===== src/rtl/load_hazard_scoreboard.sv =====
// Load-use hazard unit: a LAT-deep shift scoreboard of in-flight load destinations,
// stalling ID (combinationally) until every source it reads is forwardable.
module load_hazard_scoreboard #(
  parameter int ADDR_W = 5,
  parameter int LAT    = 1,
  parameter int CNT_W  = 16
) (
  input  logic              clk_i,
  input  logic              rst_i,
  input  logic              ID_valid_i,
  input  logic [ADDR_W-1:0] RS1addr_i,
  input  logic [ADDR_W-1:0] RS2addr_i,
  input  logic              RS1use_i,
  input  logic              RS2use_i,
  input  logic              ID_MemRead_i,
  input  logic [ADDR_W-1:0] ID_RDaddr_i,
  input  logic              Mem_stall_i,
  input  logic              Flush_i,
  input  logic              Cnt_clr_i,
  output logic              NoOp_o,
  output logic              Stall_o,
  output logic              PCWrite_o,
  output logic [1:0]        Hazard_src_o,
  output logic [CNT_W-1:0]  Stall_count_o
);

  logic              sb_valid [LAT];
  logic [ADDR_W-1:0] sb_rd    [LAT];
  logic              hit1;
  logic              hit2;
  logic              m1;
  logic              m2;
  logic              live;
  logic              hazard;
  logic              issue;

  // Stage 0 is the youngest load; any valid stage with a matching rd blocks the reader.
  always_comb begin
    hit1 = 1'b0;
    hit2 = 1'b0;
    for (int k = 0; k < LAT; k++) begin
      if (sb_valid[k] && (sb_rd[k] == RS1addr_i)) hit1 = 1'b1;
      if (sb_valid[k] && (sb_rd[k] == RS2addr_i)) hit2 = 1'b1;
    end
  end

  assign m1     = hit1 & RS1use_i & (RS1addr_i != '0);
  assign m2     = hit2 & RS2use_i & (RS2addr_i != '0);
  assign live   = ID_valid_i & ~Flush_i;
  assign hazard = live & (m1 | m2);
  assign issue  = live & ID_MemRead_i & (ID_RDaddr_i != '0) & ~hazard;

  assign Stall_o      = hazard;
  assign NoOp_o       = hazard;
  assign PCWrite_o    = ~hazard;
  assign Hazard_src_o = {m2 & live, m1 & live};

  // A frozen pipeline holds the scoreboard so every pending stall stretches with it.
  always_ff @(posedge clk_i or posedge rst_i) begin
    if (rst_i) begin
      for (int k = 0; k < LAT; k++) begin
        sb_valid[k] <= 1'b0;
        sb_rd[k]    <= '0;
      end
    end else if (!Mem_stall_i) begin
      for (int k = LAT - 1; k > 0; k--) begin
        sb_valid[k] <= sb_valid[k-1];
        sb_rd[k]    <= sb_rd[k-1];
      end
      sb_valid[0] <= issue;
      sb_rd[0]    <= ID_RDaddr_i;
    end
  end

  always_ff @(posedge clk_i or posedge rst_i) begin
    if (rst_i) begin
      Stall_count_o <= '0;
    end else if (Cnt_clr_i) begin
      Stall_count_o <= '0;
    end else if (hazard && (Stall_count_o != {CNT_W{1'b1}})) begin
      Stall_count_o <= Stall_count_o + CNT_W'(1);
    end
  end

endmodule


===== config.mk =====
export PLATFORM = sky130hd
export DESIGN_NAME = load_hazard_scoreboard
export DESIGN_NICKNAME = d
export VERILOG_FILES = /design/src/rtl/load_hazard_scoreboard.sv
export SDC_FILE = /design/constraint.sdc
export NUM_CORES = 1
export LEC_CHECK = 0
export CORE_MARGIN = 2
export CORE_UTILIZATION = 48
export DETAILED_ROUTE_END_ITERATION = 7
export GPL_TIMING_DRIVEN = 0
export PLACE_DENSITY_LB_ADDON = 0.3
export SETUP_SLACK_MARGIN = 0.4
export SLEW_MARGIN = 20
export SYNTH_ARGS = -nofsm -noshare
export SYNTH_HDL_FRONTEND = slang
export SYNTH_SLANG_ARGS = --single-unit

===== constraint.sdc =====
create_clock -name clk_i -period 5.4 [get_ports clk_i]
set_input_delay 1.08 -clock clk_i [delete_from_list [all_inputs] [get_ports clk_i]]
set_output_delay 1.08 -clock clk_i [all_outputs]
set_load 0.02 [all_outputs]

# [Word level (Yosys, flattened, before mapping)]
# Cells that the tools add are included.
[word_totals] register_bits=22 latchBits=0 ram_bits=0 romBits=0 input_bits=24 wordCells=32 n_memories=0
[classes] n_addsub=1 mul=0 div_mod_pow=0 magnitude_cmp=0 n_eq_ne=3 n_shift=0 n_mux=4 n_bitwise=14 n_reduce_logical=7
[op_table] operator="2-to-1 mux 16 bit" n=2
[op_table] operator="adder 16 x 1 -> 16 bit, second input constant" n=1
[op_table] operator="inequality test 16 bit, second input constant" n=1
[op_table] operator="nonzero test 5 bit" n=3
[op_table] operator="bitwise AND 1 bit" n=11
[op_table] operator="equality test 5 bit" n=2
[op_table] operator="logical AND 1 bit" n=3
[op_table] operator="2-to-1 mux 1 bit" n=2
[op_table] operator="NOT 1 bit" n=2
[op_table] operator="nonzero test 2 bit" n=1
[op_table] operator="bitwise OR 1 bit" n=1

# [Logic depth before layout (Yosys ltp)]
# Gate-level depths: netlist (run 1).
[depth] depth_word=10 mapped_depth=8 mapped_depth_nobuf=7

# [Worst setup path before layout (run 1)]
# OpenSTA, ideal clock, no wires.
[synth_timing] path_kind="input to output" from="input RS2addr_i[0]" to="output Stall_o" t_arrival_ns=2.596 required_ns=4.320 setup_slack_ns=1.724 cell_stages=5 n_path_buf=1 cell_sequence="or4_1 o211ai_1 nor3_4 or2_2 buf_4"
[synth_between] elab_chain_len=7 word_cells_on_any_way=8 cone_classes="eq/ne: 1; mux: 1; bitwise: 4; reduce/logical: 2"
[synth_lines] element="start: declaration" line_no="12" text="input logic [ADDR_W-1:0] RS2addr_i,"
[synth_lines] element="equality test 5 bit" line_no="43" text="if (sb_valid[k] && (sb_rd[k] == RS2addr_i)) hit2 = 1'b1;"
[synth_lines] element="logical AND 1 bit" line_no="43"
[synth_lines] element="2-to-1 mux 1 bit" line_no="43"
[synth_lines] element="bitwise AND 1 bit" line_no="48" text="assign m2 = hit2 & RS2use_i & (RS2addr_i != '0);"
[synth_lines] element="bitwise AND 1 bit *" line_no="48"
[synth_lines] element="bitwise OR 1 bit *" line_no="50" text="assign hazard = live & (m1 | m2);"
[synth_lines] element="bitwise AND 1 bit *" line_no="50"
[synth_lines] element="end: declaration" line_no="21" text="output logic Stall_o,"
# Every way passes the cells marked *; elsewhere a longest branch is shown, timed or not.

# [Worst setup path after layout (run 1)]
# Same ends and word-level chain as after synthesis.

==> impl_metrics.tcl, run 1 <==
set metrics [dict create \
    status "complete, no violations" \
    r2r-start "sb_rd[4]" \
    synth_area_um2 1326 \
    critPathLaunch "RS2addr_i[0]" \
    relSlewSlack 0.4649 \
    crit_type "in -> out" \
    sw_frac_of_total 0.2321 \
    worstPathRequired_ns 4.32 \
    cp-end-kind "primary output" \
    p_int_mw 0.2707 \
    port-buffer-count 43 \
    worstHoldPathType "reg -> reg" \
    area_growth_syn_to_layout_pct 39.34 \
    startpoint_type "input port" \
    tns_ns 0 \
    ir_drop_uv 173.1 \
    postSynthCellCount 143 \
    crit_path_max_fanout 4 \
    yosysWarningCount 0 \
    dpl_cell_area_um2 1795 \
    grt_pass1_wl_um 5547 \
    post-route-min-period_ns 4.691 \
    path_clk_slew_ns 0.12 \
    yosysUniqueCellTypes 32 \
    syn_avg_cell_area_um2 9.275 \
    fp.dieH_um 56.57 \
    routedWlPerCell_um 15.13 \
    synth-seq-area-share 0.4151 \
    start_util 0.4937 \
    worst_slack_ns 0.7088 \
    timing.fmax_mhz 213.2 \
    fillCellCount 223 \
    nets 216 \
    reg2reg_setup_slack_ns 2.89 \
    post_cts_resized 0 \
    multiInputGateArea_um2 734.5 \
    cts_htree_levels 1 \
    synthTopCellsByArea "dfrtp_1 42%, mux2_2 6.8%, or4_1 4.0%, xnor2_1 4.0%, xor2_1 4.0%" \
    postSynthRegisterBits 22 \
    wirelength_um 3344 \
    cts_setup_buffers 0 \
    core_um2 2686 \
    drt_iter0_drc 74 \
    hold_buffers 0 \
    fin_crit_sh 0.8687 \
    synth_nets 168 \
    dieArea_um2 3200 \
    critPathCapture "Stall_o" \
    synth_top_area_cell "dfrtp_1" \
    power_leakage_nw 0.6923 \
    post_drt_via_cell_ratio 5.846 \
    rsz0062_at_grt "false" \
    worstPathArrival_ns 3.61 \
    cts_tree "built" \
    seq_area_um2 550.5 \
    cts-root-buf "clkbuf_4" \
    final_area_um2 1848 \
    antenna_cells 0 \
    antenna_found_initial 0 \
    grtUsageTotal 0.2175 \
    num_rows 19 \
    min_from "sb_valid" \
    dp_hpwl_um 2543 \
    tightest_slew_ns 0.8018 \
    grt_pass1_vias 1310 \
    power_frac_clock 0.372 \
    drv_cap 0 \
    power.switching_mw 0.08181 \
    synth_edf_count 0 \
    vias 1292 \
    comb_power_share 0.134 \
    async_reset_ff_frac 1.000 \
    clock_skew_ns 0.009860 \
    final_core_util 0.6879 \
    place_ws_ns 0.7722 \
    grt_start_max_net_pins 23 \
    io_pins 45 \
    power_per_cell_area_nw_per_um2 190.7 \
    synth.top_cell.area_share 0.4151 \
    clk_latency_ns 0.33 \
    hold_viol_final 0 \
    die_w_um 56.57 \
    clock_path_buffers 2 \
    drive_gt1_frac 0.1000 \
    worst_r2r_endpoint "Stall_count_o[1]" \
    synthFlopType "dfrtp_1" \
    seqPwrFrac 0.494 \
    gp_congestion 0.7820 \
    dr.pass1.iters 4 \
    gr-total-overflow 0 \
    report.final.slew_viol_count 0 \
    cts_sinks 22 \
    finalSetupViolCount 0 \
    rr_worst_depth 7 \
    antenna_left 0 \
    drcViolationCount 0 \
    cts_buffers 3 \
]
worst min-delay path by stage:
stage,end,cells past startpoint
6_report,sb_valid,2
5_1_grt,sb_valid,2
4_1_cts,sb_valid,2
3_5_place_dp,sb_valid,2
3_3_place_gp,sb_valid,2
2_1_floorplan,sb_valid,2
flip-flops by register name (all words and copies together) (netlist names):
name	flops
sb_rd	5
sb_valid	1
Stall_count_o	16
Yosys cell counts, types with 5 or more instances:
cell,number
xor2_1,6
nand2_1,11
dfrtp_1,22
or3_1,6
nand3_1,8
nor2_1,12
nor2b_1,5
a21oi_1,9
o21ai_0,6
xnor2_1,6
mux2_2,8
or4_1,7
metal layers:
metal	track usage	part of all wire	vias to the layer above
li1	-	-	620
met3	0.02535	0.055	8
met1	0.2626	0.41	614
met5	0	0	-
met4	0.08503	0.021	0
met2	0.3904	0.52	50
per-stage QoR:
| stage | power (mW) | hold WS [ns] | instances |
|---|---|---|---|
| after floorplan | 0.2002 | 0.4728 | 143 |
| after global placement | 0.2220 | 0.5151 | 217 |
| after detailed placement | 0.2242 | 0.5091 | 217 |
| after CTS | 0.3546 | 0.5412 | 221 |
| after global routing | 0.3648 | 0.5618 | 221 |
| final | 0.3525 | 0.5368 | 221 |
cell type report:
type                       instances  area share
buffer                             5     0.01422
tap                               31     0.02099
timing repair buffer              43      0.2329
inverter                           4    0.008125
sequential                        22      0.2979
multi-input combinational        112      0.3974
clock inverter                     1     0.01625
clock buffer                       3     0.01219
critical path, stage by stage:
cell and delay, ns:
clkdlybuf4s50_1 0.45, or4_1 0.55, o211ai_1 0.40, nor3_4 0.11
or2_2 0.35, buf_4 0.14, clkdlybuf4s50_1 0.53
placed cells by master (no fill, tap or decap), drive strengths merged, types with 5 or more instances in the layout:
cell	netlist	layout
a21oi	9	9
clkbuf	3	6
clkdlybuf4s50	0	43
dfrtp	22	22
mux2	8	8
nand2	11	11
nand3	8	8
nor2	12	12
nor2b	5	5
o21ai	7	7
or3	6	6
or4	8	8
xnor2	6	6
xor2	6	6
power by group through the flow:
stage	logic, mW	registers (mW)	clock network (mW)
6_report	0.0471	0.174	0.131
5_1_grt	0.0518	0.175	0.138
4_1_cts	0.0477	0.174	0.133
3_5_place_dp	0.0467	0.178	0
3_3_place_gp	0.0450	0.177	0
2_1_floorplan	0.0243	0.176	0
cell families after synthesis:
kind of cell    synth area share
mux                      0.07547
flops                     0.4151
simple gates              0.2755
fa+ha+maj               0.009432
buf+inv                  0.03112
xor+xnor                 0.07924
compound gates            0.1142
No activity file was read; power rests on OpenSTA's default activity.
==> run 2: changes to the inputs <==
SETUP_SLACK_MARGIN = default   (was 0.4)
==> results of run 2 <==
Final layout, timing and power as in run 1 (identical DEF).
==> run 3: changes to the inputs <==
ABC_AREA = 1   (was default)
CORE_UTILIZATION = 49   (was 48)
clock period = 5.27 ns   (was 5.4 ns; I/O delays follow)
==> run 3 against run 2 <==
Net effect: power shrank 12%; global-route usage increased by 1.4 points; critical path type unchanged; clock-buffer cell count unchanged; worst setup slack improved by 0.47 ns.
==> impl_metrics.tcl, run 3 <==
set metrics [dict create \
    synth_edf_count 0 \
    dp_hpwl_um 3313 \
    ys_top_cells_by_count "78 x nand2_1, 37 x inv_1, 29 x nand3_1" \
    synth-compound-area-share 0.03849 \
    synth-simple-area-share 0.4641 \
    io_pins 45 \
    report.final.slew_viol_count 0 \
    crit_path_max_fanout 4 \
    synth_nets 286 \
    drcViolationCount 0 \
    yosysUniqueCellTypes 25 \
    mostFrequentLayoutCell "nand2_1" \
    dr.max_layer_used "met4" \
    dieArea_um2 3936 \
    synthTopCellsByArea "dfrtp_1 33%, nand2_1 17%, nand3_1 8.6%, nand4_1 8.5%, inv_1 8.2%" \
    ir_drop_uv 100.3 \
    drt-met1-wl_um 1888 \
    muxShareOfSynthArea 0 \
    post_cts_resized 0 \
    synth_adder_area_share 0.007402 \
    clock_skew_ns 0.007929 \
    power_frac_clock 0.243 \
    timing.fmax_mhz 244.2 \
    largest_register "Stall_count_o" \
    postSynthRegisterBits 22 \
    dr_wl_met2_um 2261 \
    grt_pass1_wl_um 7479 \
    final_core_util 0.6625 \
    cts_sinks 22 \
    drive_gt1_frac 0.07143 \
    tightest_slew_ns 0.8259 \
    path_clk_slew_ns 0.11 \
    drv_cap 0 \
    tns_ns 0 \
    dr.pass1.iters 5 \
    wl_met3_um 182 \
    reg2reg_setup_slack_ns 3.37 \
    cts_tree "built" \
    cts_setup_buffers 0 \
    grt_pass1_vias 1784 \
    antenna_found_initial 0 \
    post-route-min-period_ns 4.094 \
    clk_latency_ns 0.30 \
    seq_area_um2 550.5 \
    multiInputGateArea_um2 940.9 \
    p_int_mw 0.2258 \
    die_w_um 62.74 \
    synth_area_um2 1690 \
    cts_htree_levels 1 \
    wirelength_um 4370 \
    synth.top_cell.area_share 0.3257 \
    grt_start_max_net_pins 23 \
    final_cell_mix "78 x nand2_1, 44 x clkdlybuf4s50_1, 37 x inv_1" \
    synth_top_family_by_area "simple AND/OR/NAND/NOR gates" \
    grtUsageTotal 0.2313 \
    crit_type "in -> out" \
    power_leakage_nw 1.138 \
    fillCellCount 303 \
    largest_register_ffs 16 \
    core_um2 3337 \
    cp-end-kind "primary output" \
    antenna_left 0 \
    rsz0062_at_grt "false" \
    nets 335 \
    async_reset_ff_frac 1.000 \
    cts_buffers 3 \
    port-buffer-count 44 \
    yosysWarningCount 0 \
    hold_viol_final 0 \
    worstPathArrival_ns 3.04 \
    sw_frac_of_total 0.2707 \
    area_growth_syn_to_layout_pct 30.79 \
    power.switching_mw 0.08381 \
    relSlewSlack 0.4488 \
    antenna_cells 0 \
    seqPwrFrac 0.571 \
    synth_top_area_cell "dfrtp_1" \
    post_drt_via_cell_ratio 5.138 \
    yosysMostFrequentCell "nand2_1" \
    synthXorXnorAreaFrac 0.04663 \
    synth-seq-area-share 0.3257 \
    routedWlPerCell_um 12.34 \
    drt_iter0_drc 132 \
    fin_crit_sh 0.7769 \
    finalSetupViolCount 0 \
    clock_path_buffers 2 \
    comb_power_share 0.186 \
    postSynthCellCount 261 \
    num_rows 21 \
    reg_top3 "Stall_count_o (16), sb_rd (5), sb_valid (1)" \
    fp.dieH_um 62.74 \
    gp_congestion 0.8806 \
    cts-root-buf "clkbuf_4" \
    worstHoldPathType "reg -> reg" \
    power_per_cell_area_nw_per_um2 140.1 \
    worst_hold_slack_ns 0.5231 \
    status "complete, no violations" \
    synthFlopType "dfrtp_1" \
    worstPathRequired_ns 4.22 \
    gr-total-overflow 0 \
    startpoint_type "input port" \
    vias 1819 \
    start_util 0.5066 \
    hold_buffers 0 \
    syn_avg_cell_area_um2 6.477 \
]
[run 3: changes by cell type after synthesis, moves of 6 or more]
cell,delta
nand4_1,+19
a21oi_1,-8
inv_1,+33
or3_1,-6
nand3_1,+21
mux2_2,-8
or4_1,-7
nor2_1,+15
nand2_1,+67
[run 3: kinds of logic (layout without fill, tap and decap cells)]
logic type,after synthesis,count (layout)
adder cells (fa/ha/maj),1,1
AO/OA/AOI/OAI,11,11
XOR/XNOR,9,9
buffers and inverters,49,96
AND/OR/NAND/NOR,169,169
flip-flops,22,22
[run 3: cell type report]
type	count	area share
multi-input cells	190	0.4256
flip-flops and latches	22	0.2490
repair buffers	44	0.1992
inverters	42	0.07131
well taps	46	0.02603
plain buffers	7	0.01868
clock buffers	3	0.01019
[run 3: power by group through the flow]
stage / combinational [mW] / sequential, mW / clock, mW
detailed placement: 0.0575 / 0.180 / 0
CTS: 0.0579 / 0.177 / 0.0773
finish: 0.0577 / 0.177 / 0.0753
global placement: 0.0564 / 0.180 / 0
floorplan: 0.0302 / 0.179 / 0
global route: 0.0650 / 0.177 / 0.0864
[run 3: worst paths after layout]
kind                             startpoint                 to  cells past startpoint
setup / recovery                 ID_valid_i            Stall_o                      9
hold / removal                     sb_rd[4]           sb_rd[4]                      2
setup reg to reg           Stall_count_o[0]   Stall_count_o[8]                      9
hold reg to reg                    sb_rd[4]           sb_rd[4]                      2
max in group asynchronous             rst_i  Stall_count_o[15]                      2
min in group asynchronous             rst_i   Stall_count_o[3]                      2
[run 3: critical path, cell delays in order]
cell and delay [ns]:
clkdlybuf4s50_1 0.47, inv_2 0.04, nor2_2 0.16, nand3_1 0.16, nor2_1 0.12, nand4_1 0.16, nand2_1 0.17, buf_4 0.12
clkdlybuf4s50_1 0.58
[run 3: stage by stage]
| step | setup WS (ns) | instance area [µm²] | power (mW) | instances |
|---|---|---|---|---|
| after floorplan | 2.331 | 1690 | 0.2092 | 261 |
| after global placement | 1.200 | 2188 | 0.2363 | 351 |
| after detailed placement | 1.173 | 2188 | 0.2375 | 351 |
| after CTS | 1.176 | 2211 | 0.3118 | 354 |
| after global routing | 1.080 | 2211 | 0.3286 | 354 |
| final | 1.176 | 2211 | 0.3096 | 354 |
[run 3: routing by layer]
metal,vias to the layer above,track usage
met4,0,0.07500
li1,926,-
met2,43,0.4288
met5,-,0
met1,846,0.2787
met3,4,0.02342
